File: src/rtl/alu_issue_ctrl_if.sv
`default_nettype none
// ============================================================================
// Module      : alu_issue_ctrl_if
// Description : Request/response handshake bundle between the ID/EX control
//               and the alu issue front end.
// Revision    : 1.0 - initial release
// ============================================================================
interface alu_issue_ctrl_if #(
    parameter int DATA_W = 32
);
    // Request channel
    logic              in_valid;
    logic              in_ready;
    logic [1:0]        in_aluop;
    logic [5:0]        in_funct;
    logic [DATA_W-1:0] in_src1;
    logic [DATA_W-1:0] in_src2;

    // Response channel
    logic              out_valid;
    logic              out_ready;
    logic [DATA_W-1:0] out_result;
    logic              out_zero;
    logic              out_cout;
    logic              out_overflow;
    logic              out_illegal;

    // Requester / response consumer side
    modport master (
        output in_valid, in_aluop, in_funct, in_src1, in_src2, out_ready,
        input  in_ready, out_valid, out_result, out_zero, out_cout,
               out_overflow, out_illegal
    );

    // Issue controller side
    modport slave (
        input  in_valid, in_aluop, in_funct, in_src1, in_src2, out_ready,
        output in_ready, out_valid, out_result, out_zero, out_cout,
               out_overflow, out_illegal
    );
endinterface
`default_nettype wire

File: src/rtl/alu_issue_ctrl.sv
`default_nettype none
// ============================================================================
// Module      : alu_issue_ctrl
// Description : Accepts an ALU operation request, decodes ALUOp/funct into the
//               alu's 4-bit control, drives registered operands, captures the
//               alu result/flags and returns them over a valid/ready channel.
//               Keeps a saturating count of completed overflowing ops.
// Revision    : 1.0 - initial release
// ============================================================================
module alu_issue_ctrl #(
    parameter int DATA_W = 32,
    parameter int CNT_W  = 8
) (
    input  wire                clk,
    input  wire                rst_n,
    alu_issue_ctrl_if.slave    bus,
    output logic               alu_rst_n,
    output logic [DATA_W-1:0]  alu_src1,
    output logic [DATA_W-1:0]  alu_src2,
    output logic [3:0]         alu_control,
    output logic [2:0]         alu_bonus_control,
    input  wire  [DATA_W-1:0]  alu_result,
    input  wire                alu_zero,
    input  wire                alu_cout,
    input  wire                alu_overflow,
    output logic [CNT_W-1:0]   ovf_count
);

    localparam logic [3:0] C_CTRL_AND = 4'b0000;
    localparam logic [3:0] C_CTRL_OR  = 4'b0001;
    localparam logic [3:0] C_CTRL_ADD = 4'b0010;
    localparam logic [3:0] C_CTRL_SUB = 4'b0110;
    localparam logic [3:0] C_CTRL_SLT = 4'b0111;
    localparam logic [3:0] C_CTRL_NOR = 4'b1100;

    typedef enum logic [1:0] {
        S_IDLE = 2'd0,
        S_EXEC = 2'd1,
        S_DONE = 2'd2
    } state_t;

    state_t            r_state;
    state_t            w_next;
    logic              r_alu_rst_n;
    logic [DATA_W-1:0] r_src1;
    logic [DATA_W-1:0] r_src2;
    logic [3:0]        r_ctrl;
    logic              r_out_valid;
    logic [DATA_W-1:0] r_out_result;
    logic              r_out_zero;
    logic              r_out_cout;
    logic              r_out_ovf;
    logic              r_out_illegal;
    logic [CNT_W-1:0]  r_ovf_count;

    logic [3:0]        w_ctrl;
    logic              w_legal;
    logic              w_in_ready;
    logic              w_accept;
    logic              w_resp_hs;
    logic              w_addsub;
    logic              w_cout_m;
    logic              w_ovf_m;

    // r_alu_rst_n doubles as "out of reset for at least one clock", gating in_ready
    assign w_in_ready = (r_state == S_IDLE) && r_alu_rst_n;
    assign w_accept   = bus.in_valid && w_in_ready;
    assign w_resp_hs  = r_out_valid && bus.out_ready;

    // Carry/overflow are only meaningful for the adder ops; mask them otherwise
    assign w_addsub = (r_ctrl == C_CTRL_ADD) || (r_ctrl == C_CTRL_SUB);
    assign w_cout_m = w_addsub && alu_cout;
    assign w_ovf_m  = w_addsub && alu_overflow;

    // Decode ALUOp/funct into alu control; anything unrecognised is illegal
    always_comb begin
        w_ctrl  = C_CTRL_ADD;
        w_legal = 1'b1;
        case (bus.in_aluop)
            2'b00: w_ctrl = C_CTRL_ADD;
            2'b01: w_ctrl = C_CTRL_SUB;
            2'b10: begin
                case (bus.in_funct)
                    6'b100000: w_ctrl = C_CTRL_ADD;
                    6'b100010: w_ctrl = C_CTRL_SUB;
                    6'b100100: w_ctrl = C_CTRL_AND;
                    6'b100101: w_ctrl = C_CTRL_OR;
                    6'b101010: w_ctrl = C_CTRL_SLT;
                    6'b100111: w_ctrl = C_CTRL_NOR;
                    default:   w_legal = 1'b0;
                endcase
            end
            default: w_legal = 1'b0;
        endcase
    end

    // State register
    always_ff @(posedge clk or negedge rst_n) begin
        if (!rst_n) begin
            r_state <= S_IDLE;
        end else begin
            r_state <= w_next;
        end
    end

    // Next-state: illegal requests skip EXEC since there is nothing to compute
    always_comb begin
        w_next = r_state;
        case (r_state)
            S_IDLE: if (w_accept) w_next = w_legal ? S_EXEC : S_DONE;
            S_EXEC: w_next = S_DONE;
            S_DONE: if (w_resp_hs) w_next = S_IDLE;
            default: w_next = S_IDLE;
        endcase
    end

    // Operand/control registers feeding the alu; only legal requests load them
    always_ff @(posedge clk or negedge rst_n) begin
        if (!rst_n) begin
            r_alu_rst_n <= 1'b0;
            r_src1      <= '0;
            r_src2      <= '0;
            r_ctrl      <= C_CTRL_ADD;
        end else begin
            r_alu_rst_n <= 1'b1;
            if (w_accept && w_legal) begin
                r_src1 <= bus.in_src1;
                r_src2 <= bus.in_src2;
                r_ctrl <= w_ctrl;
            end
        end
    end

    // Response capture: illegal result on accept, alu result at the EXEC edge;
    // out_valid rises one clock after entering DONE and drops on handshake
    always_ff @(posedge clk or negedge rst_n) begin
        if (!rst_n) begin
            r_out_valid   <= 1'b0;
            r_out_result  <= '0;
            r_out_zero    <= 1'b0;
            r_out_cout    <= 1'b0;
            r_out_ovf     <= 1'b0;
            r_out_illegal <= 1'b0;
        end else begin
            r_out_valid <= (r_state == S_DONE) && !w_resp_hs;
            if (w_accept && !w_legal) begin
                r_out_result  <= '0;
                r_out_zero    <= 1'b0;
                r_out_cout    <= 1'b0;
                r_out_ovf     <= 1'b0;
                r_out_illegal <= 1'b1;
            end else if (r_state == S_EXEC) begin
                r_out_result  <= alu_result;
                r_out_zero    <= alu_zero;
                r_out_cout    <= w_cout_m;
                r_out_ovf     <= w_ovf_m;
                r_out_illegal <= 1'b0;
            end
        end
    end

    // Saturating overflow event counter, bumped at the EXEC capture edge
    always_ff @(posedge clk or negedge rst_n) begin
        if (!rst_n) begin
            r_ovf_count <= '0;
        end else if ((r_state == S_EXEC) && w_ovf_m && (r_ovf_count != {CNT_W{1'b1}})) begin
            r_ovf_count <= r_ovf_count + 1'b1;
        end
    end

    assign bus.in_ready      = w_in_ready;
    assign bus.out_valid     = r_out_valid;
    assign bus.out_result    = r_out_result;
    assign bus.out_zero      = r_out_zero;
    assign bus.out_cout      = r_out_cout;
    assign bus.out_overflow  = r_out_ovf;
    assign bus.out_illegal   = r_out_illegal;
    assign alu_rst_n         = r_alu_rst_n;
    assign alu_src1          = r_src1;
    assign alu_src2          = r_src2;
    assign alu_control       = r_ctrl;
    assign alu_bonus_control = 3'b000;
    assign ovf_count         = r_ovf_count;

endmodule
`default_nettype wire

File: src/flat_wrapper.sv
// flat-port wrapper written by rule: the top's interface ports become plain ports
module alu_issue_ctrl_flat 
#(
    parameter int DATA_W = 32,
    parameter int CNT_W  = 8
)
  (clk, rst_n, alu_rst_n, alu_src1, alu_src2, alu_control, alu_bonus_control, alu_result, alu_zero, alu_cout, alu_overflow, ovf_count, bus_in_valid, bus_in_aluop, bus_in_funct, bus_in_src1, bus_in_src2, bus_out_ready, bus_in_ready, bus_out_valid, bus_out_result, bus_out_zero, bus_out_cout, bus_out_overflow, bus_out_illegal);
  alu_issue_ctrl_if #(.DATA_W(DATA_W)) bus_i ();
  input  wire clk;
  input  wire rst_n;
  output logic alu_rst_n;
  output logic [DATA_W-1:0] alu_src1;
  output logic [DATA_W-1:0] alu_src2;
  output logic [3:0] alu_control;
  output logic [2:0] alu_bonus_control;
  input  wire  [DATA_W-1:0] alu_result;
  input  wire alu_zero;
  input  wire alu_cout;
  input  wire alu_overflow;
  output logic [CNT_W-1:0] ovf_count;
  input wire logic [$bits(bus_i.in_valid)-1:0] bus_in_valid;
  input wire logic [$bits(bus_i.in_aluop)-1:0] bus_in_aluop;
  input wire logic [$bits(bus_i.in_funct)-1:0] bus_in_funct;
  input wire logic [$bits(bus_i.in_src1)-1:0] bus_in_src1;
  input wire logic [$bits(bus_i.in_src2)-1:0] bus_in_src2;
  input wire logic [$bits(bus_i.out_ready)-1:0] bus_out_ready;
  output wire logic [$bits(bus_i.in_ready)-1:0] bus_in_ready;
  output wire logic [$bits(bus_i.out_valid)-1:0] bus_out_valid;
  output wire logic [$bits(bus_i.out_result)-1:0] bus_out_result;
  output wire logic [$bits(bus_i.out_zero)-1:0] bus_out_zero;
  output wire logic [$bits(bus_i.out_cout)-1:0] bus_out_cout;
  output wire logic [$bits(bus_i.out_overflow)-1:0] bus_out_overflow;
  output wire logic [$bits(bus_i.out_illegal)-1:0] bus_out_illegal;
  assign bus_i.in_valid = bus_in_valid;
  assign bus_i.in_aluop = bus_in_aluop;
  assign bus_i.in_funct = bus_in_funct;
  assign bus_i.in_src1 = bus_in_src1;
  assign bus_i.in_src2 = bus_in_src2;
  assign bus_i.out_ready = bus_out_ready;
  assign bus_in_ready = bus_i.in_ready;
  assign bus_out_valid = bus_i.out_valid;
  assign bus_out_result = bus_i.out_result;
  assign bus_out_zero = bus_i.out_zero;
  assign bus_out_cout = bus_i.out_cout;
  assign bus_out_overflow = bus_i.out_overflow;
  assign bus_out_illegal = bus_i.out_illegal;
  alu_issue_ctrl #(.DATA_W(DATA_W), .CNT_W(CNT_W)) u_core (.clk(clk), .rst_n(rst_n), .bus(bus_i), .alu_rst_n(alu_rst_n), .alu_src1(alu_src1), .alu_src2(alu_src2), .alu_control(alu_control), .alu_bonus_control(alu_bonus_control), .alu_result(alu_result), .alu_zero(alu_zero), .alu_cout(alu_cout), .alu_overflow(alu_overflow), .ovf_count(ovf_count));
endmodule
File: config.mk
export PLATFORM = sky130hd
export DESIGN_NAME = alu_issue_ctrl_flat
export DESIGN_NICKNAME = d
export VERILOG_FILES = /design/src/rtl/alu_issue_ctrl_if.sv /design/src/rtl/alu_issue_ctrl.sv /design/src/flat_wrapper.sv
export SDC_FILE = /design/constraint.sdc
export NUM_CORES = 1
export LEC_CHECK = 0
export CAP_MARGIN = 10
export CORE_ASPECT_RATIO = 1.75
export CORE_UTILIZATION = 48
export CTS_BUF_LIST = sky130_fd_sc_hd__clkbuf_2
export CTS_CLUSTER_SIZE = 12
export DETAILED_ROUTE_END_ITERATION = 10
export GPL_TIMING_DRIVEN = 0
export PLACE_DENSITY = 0.88
export SYNTH_ARGS = -nofsm -noshare
export SYNTH_HDL_FRONTEND = slang
export SYNTH_SLANG_ARGS = --single-unit
File: constraint.sdc
create_clock -name clk -period 5.85 [get_ports clk]
set_clock_uncertainty 0.2 [all_clocks]
set_input_delay 0.8775 -clock clk [delete_from_list [all_inputs] [get_ports clk]]
set_output_delay 0.8775 -clock clk [all_outputs]
set_load 0.03 [all_outputs]
==> flow_summary_export.csv, run 1 <==
group,metric,value,unit
outcome,outcome,"completed",
critical_path,rrSetupSlack,3.70,ns
grt,grt_pass1_wl,24.9,mm
placed_design,placed_area,7860,um^2
clock_network,root_buffer,"clkbuf_2",
clock_network,clkTransAtPathRegs,0.20,ns
pwr,irDropWorstVdd,0.315,mV
finish,fin_area,8100,um^2
grt,track_usage,28.2,%
sta,fmax,0.311,GHz
sta,hold_ws,0.0402,ns
clock_network,clock_latency,0.65,ns
floorplanning,start_util,49.0,%
floorplanning,std_cell_rows,51,
critical_path,path_class,"flip-flop to output pin",
routing,first_iter_violations,240,
logic_synthesis,async_flop_share,100,%
clock_network,cts-resized-gates,0,
routing,drc,0,
critical_path,start_kind,"flip-flop",
sta,slew_violations,0,
sta,post-route-period-util,55.0,%
logic_synthesis,ys_ff_latch,116,
logic_synthesis,avgSynthCellArea,10.7,um^2
routing,routedWlPerCell,17.7,um
finish,area_delta_synth_final,49.8,%
logic_synthesis,yosysTopAreaCell,"dfrtp_1",
routing,antenna_left,0,
sta,worst_pin_slew,0.728,ns
hold_path,hp-class,"primary input to async pin",
placed_design,post-dp-hpwl,12.1,mm
logic_synthesis,yosysSeqAreaShare,53.7,%
critical_path,worst_ep_arrival_time,2.14,ns
routing,routed_wirelength,15.9,mm
sta,setup_viol,0,
floorplanning,die_h,142,um
clock_network,htreeDepth,4,
clock_network,cts_tree,"done",
grt,grt-ovfl-total,0,
clock_network,clkSinkCount,116,
critical_path,ff2ff_path_depth,4,
logic_synthesis,synth_edf_count,0,
pwr,power.density,466,nW/um^2
sta,rsz0062_at_grt,"no",
clock_network,post-cts-setup-buffers,0,
sta,worst_slack,2.63,ns
critical_path,critical_path.startpoint,"u_core.r_state[0]",
finish,drive_gt1_share,11.4,%
critical_path,worstSetupEndpointType,"output pin",
pwr,finalPower,3.77,mW
grt,antenna_found_initial,0,
critical_path,crit_required,4.77,ns
finish,num_antenna_cells,0,
sta,fin_setup_tns,0,ns
floorplanning,core_area,11000,um^2
sta,post-route-min-period,3.22,ns
logic_synthesis,syn_area,5410,um^2
routing,dr.pass1.iters,5,
grt,grt_max_degree,64,
logic_synthesis,synth_commonest_cells,"dfrtp_1 (115), nand2_1 (74), inv_1 (71), o32ai_1 (44), a21oi_1 (37)",
clock_network,clk_path_buf_depth,2,
routing,vias_per_cell,5.47,
pwr,p_leak,3.65,nW
floorplanning,die_area,11700,um^2
sta,slew_headroom,51.5,%
job,cap_violations,0,
clock_network,hold_buffers,0,
logic_synthesis,yosys_warnings,0,
placed_design,gp_congestion,0.792,
logic_synthesis,synth_top_cell_area_share,53.2,%
critical_path,r2r-start,"u_core.alu_control[1]",
logic_synthesis,postSynthCellCount,505,
sta,hold_violations,0,
floorplanning,die_w,82.3,um
grt,grt_pass1_vias,5114,
floorplanning,ios,229,
routing,via_count,4908,
finish,nNetsFinal,868,
critical_path,r2r_end,"u_core.ovf_count[5]",
critical_path,crit_fanout,5,
logic_synthesis,synth_flop_cell,"dfrtp_1",
placed_design,post-place-ws,2.41,ns
clock_network,numCtsBuffers,17,
logic_synthesis,synthTopCellsByArea,"dfrtp_1 (53%), o32ai_1 (7.1%), mux2i_1 (6.1%), o32ai_2 (6.0%), nand2_1 (5.1%)",
logic_synthesis,synth_cell_types,48,
logic_synthesis,synth_most_common_cell,"dfrtp_1",
placed_design,port_buffers,225,
==> state kept, by name, summed over array words and instances (netlist names), 2 cells and up <==
register and count:
u_core.alu_src1 32, u_core.alu_src2 32, u_core.bus.out_result 32, u_core.ovf_count 8, u_core.alu_control 4, u_core.r_state 2
==> power by group <==
group	total [mW]	switching, mW	leakage, nW	internal (mW)
clock network	0.528	0.329	0.139	0.199
registers	1.32	0.207	1.50	1.12
logic	1.92	1.11	2.01	0.810
==> layout make-up <==
| class | count | area (um^2) |
|---|---|---|
| repair buffers | 226 | 2280 |
| clock inverters | 15 | 158 |
| fillers | 784 | 2940 |
| flip-flops and latches | 116 | 2900 |
| well taps | 132 | 165 |
| multi-input cells | 275 | 2000 |
| clock buffers | 17 | 85.1 |
| plain buffers | 45 | 251 |
| inverters | 71 | 267 |
==> kinds of logic after synthesis <==
| group | synth area share (%) |
|---|---|
| compound gates | 18.9 |
| simple gates | 9.11 |
| other cells | 0.139 |
| flops | 53.7 |
| xor+xnor | 1.13 |
| buf+inv | 9.57 |
| fa+ha+maj | 1.16 |
| mux | 6.31 |
==> critical path, cell delays in order, from the launching register on <==
cell	delay, ns
dfrtp_1	0.46
nor3b_1	0.31
clkdlybuf4s50_1	0.75
==> metal layers <==
metal	vias to the layer above	part of all wire (%)	global-route usage, %
met5	-	0	0
met4	0	3.2	12.5
met3	43	8.2	8.91
met2	223	55	50.6
met1	2398	34	28.7
li1	2244	-	-
==> how the worst max path moves through the flow <==
stage | slack, ns | to | cells after the start
after floorplan | 3.37 | u_core.alu_src1[0] | 8
after global placement | -0.53 | u_core.alu_src2[23] | 1
after detailed placement | 2.41 | u_core.alu_src1[6] | 9
after CTS | 2.58 | bus_in_ready | 2
after global routing | 2.48 | bus_in_ready | 2
final | 2.63 | bus_in_ready | 2
==> stage by stage <==
stage | util (%) | cells
after floorplan | - | 507
after detailed placement | 71.2 | 865
after CTS | 73.4 | 897
after global routing | 73.4 | 897
final | 73.4 | 897
after global placement | 71.0 | 864
==> placed cells by master, fill, tap and decap left out, drive strengths merged, types with 4 or more instances in the layout <==
cell type	synthesis	layout
nor2	5	5
a21oi	37	37
nand3	4	4
mux2i	33	33
buf	29	31
inv	71	74
nand2	74	74
conb	2	4
nor3	5	5
clkdlybuf4s50	0	224
clkinv	0	7
clkbuf	16	33
o21ai	5	5
xor2	4	4
ha	5	5
dfrtp	115	115
o32ai	64	64
Power figures use the tool's default switching activity.
==> run 2, diff against run 1 <==
--- a/config.mk
+++ b/config.mk
@@ -7,12 +7,12 @@
 export LEC_CHECK = 0
 export CAP_MARGIN = 10
 export CORE_ASPECT_RATIO = 1.75
-export CORE_UTILIZATION = 48
+export CORE_UTILIZATION = 40
 export CTS_BUF_LIST = sky130_fd_sc_hd__clkbuf_2
 export CTS_CLUSTER_SIZE = 12
 export DETAILED_ROUTE_END_ITERATION = 10
 export GPL_TIMING_DRIVEN = 0
-export PLACE_DENSITY = 0.88
+export PLACE_DENSITY = 0.78
 export SYNTH_ARGS = -nofsm -noshare
 export SYNTH_HDL_FRONTEND = slang
 export SYNTH_SLANG_ARGS = --single-unit
==> constraint.sdc (replaced) <==
create_clock -name clk -period 2.8 [get_ports clk]
set_clock_uncertainty 0.2 [all_clocks]
set_input_delay 0.42 -clock clk [delete_from_list [all_inputs] [get_ports clk]]
set_output_delay 0.42 -clock clk [all_outputs]
set_load 0.03 [all_outputs]
==> run 2 against run 1 <==
Against the previous run: register-to-register slack worse by 3.1 ns; first-iteration DRC count down 25%; worst hold slack improved by 0.094 ns; highest routed layer unchanged; combinational power rose by 110%; final cell count rose by 4.2%; routed wire length is 2.8% lower; sequential power increased by 110%; non-clock buffer count up 1; total power is 110% higher.
==> flow_summary_export.csv, run 2 (synthesis results as in run 1) <==
group,metric,value,unit
sta,worst_slack,0.297,ns
critical_path,crit_family,"buffers and inverters",
outcome,outcome,"completed",
finish,layout_commonest_cell,"clkdlybuf4s50_1",
critical_path,cpPeakStageDelay,0.69,ns
routing,vias_per_cell,5.11,
placed_design,post-place-ws,-0.261,ns
grt,grt_pass1_wl,25.7,mm
placed_design,gp_congestion,0.805,
sta,post-route-min-period,2.50,ns
placed_design,port_buffers,225,
floorplanning,start_util,41.4,%
pwr,p_comb_share,49.9,%
pwr,power.switching,3.32,mW
clock_network,clkTransAtPathRegs,0.19,ns
sta,slew_headroom,53.7,%
hold_path,hp-class,"primary input to flip-flop",
critical_path,crit_fanout,3,
routing,drc,0,
critical_path,crit_required,2.18,ns
pwr,p_int,4.69,mW
critical_path,path_class,"flip-flop to output pin",
clock_network,clock_latency,0.61,ns
sta,worst_pin_slew,0.695,ns
floorplanning,std_cell_rows,55,
critical_path,crit_buf_inv,1,
grt,grt_pass1_vias,5142,
pwr,pwr-share-seq,34.2,%
routing,routed_wirelength,15.4,mm
sta,setup_viol,0,
floorplanning,die_w,89.9,um
floorplanning,ios,229,
critical_path,crit_path_top_delay_cell,"clkdlybuf4s50_1",
finish,layout_common_cells,"clkdlybuf4s50_1 (223), dfrtp_1 (115), nand2_1 (74)",
sta,slew_violations,0,
clock_network,clk_path_buf_depth,2,
floorplanning,die_h,156,um
finish,num_antenna_cells,0,
grt,grt-ovfl-total,0,
pwr,irDropWorstVdd,0.546,mV
job,cap_violations,0,
finish,finish.utilization,62.7,%
pwr,power.density,976,nW/um^2
pwr,p_leak,3.69,nW
clock_network,clkSinkCount,116,
routing,first_iter_violations,179,
clock_network,numCtsBuffers,17,
routing,via_count,4775,
pwr,finalPower,8.00,mW
sta,rsz0062_at_grt,"no",
routing,dr.pass1.iters,4,
clock_network,root_buffer,"clkbuf_2",
sta,hold_violations,0,
pwr,switching_share,41.5,%
pwr,p_clk_share,15.9,%
floorplanning,core_area,13100,um^2
clock_network,cts_tree,"done",
critical_path,worstSetupEndpointType,"output pin",
routing,antenna_left,0,
routing,routedWlPerCell,16.5,um
finish,nNetsFinal,869,
grt,track_usage,23.1,%
clock_network,htreeDepth,4,
critical_path,path_cells,"clkdlybuf4s50_1",
sta,fmax,0.399,GHz
grt,antenna_found_initial,0,
floorplanning,die_area,14000,um^2
finish,area_delta_synth_final,51.5,%
sta,post-route-period-util,89.4,%
critical_path,start_kind,"flip-flop",
critical_path,worst_ep_arrival_time,1.88,ns
finish,drive_gt1_share,10.9,%
grt,grt_max_degree,70,
placed_design,post-dp-hpwl,12.0,mm
## run 2: path summary, 6_finish.rpt
path                                            start                    end  cells after the start  slack, ns
min in group asynchronous                       rst_n    u_core.alu_src1[26]                      2       0.15
max in group asynchronous                       rst_n  u_core.alu_control[1]                      3       1.47
worst max register to register      u_core.r_state[0]     u_core.alu_src1[6]                      8       0.59
worst min-delay path                  bus_in_src1[26]    u_core.alu_src1[26]                      3       0.13
worst max-delay path            u_core.alu_control[1]         alu_control[1]                      1       0.30
worst min register to register    u_core.ovf_count[6]    u_core.ovf_count[6]                      1       0.32
## run 2: final cells by class
cell class / count / area (um^2)
buffer: 45 / 251
clock buffer: 18 / 90.1
clock inverter: 12 / 188
fill: 1097 / 4870
inverter: 71 / 267
multi-input combinational: 275 / 2000
sequential: 116 / 2900
tap: 171 / 214
timing repair buffer: 227 / 2290
## run 2: per-stage QoR
stage | instances | instance area [um^2] | hold WS, ns | TNS, ns
after floorplan | 507 | 5420 | -0.0756 | 0
after global placement | 903 | 7890 | 0.283 | -375.46
after detailed placement | 904 | 7910 | 0.290 | -12.79
after CTS | 935 | 8200 | 0.0382 | 0
after global routing | 935 | 8200 | 0.0488 | 0
final | 935 | 8200 | 0.134 | 0
## run 2: metal layers
layer	part of all wire, %	vias up	track usage (%)
li1	-	2234	-
met1	37	2332	25.0
met2	56	189	43.4
met3	5.7	20	5.80
met4	1.7	0	7.99
met5	0	-	0
## run 2: power by group through the flow
stage	clock, mW	sequential [mW]	combinational [mW]
after floorplan	0	4.03	0.890
after global placement	0	2.74	3.95
after detailed placement	0	2.77	4.02
after CTS	1.32	2.74	4.04
after global routing	1.39	2.82	4.24
final	1.27	2.73	4.00
## run 2: repair_timing
item	4_1_cts	5_1_grt
resized for setup	0	1
endpoints found under the setup margin	0	1
hold buffers	1	0
buffers inserted	0	0
endpoints found under the hold margin	47	0
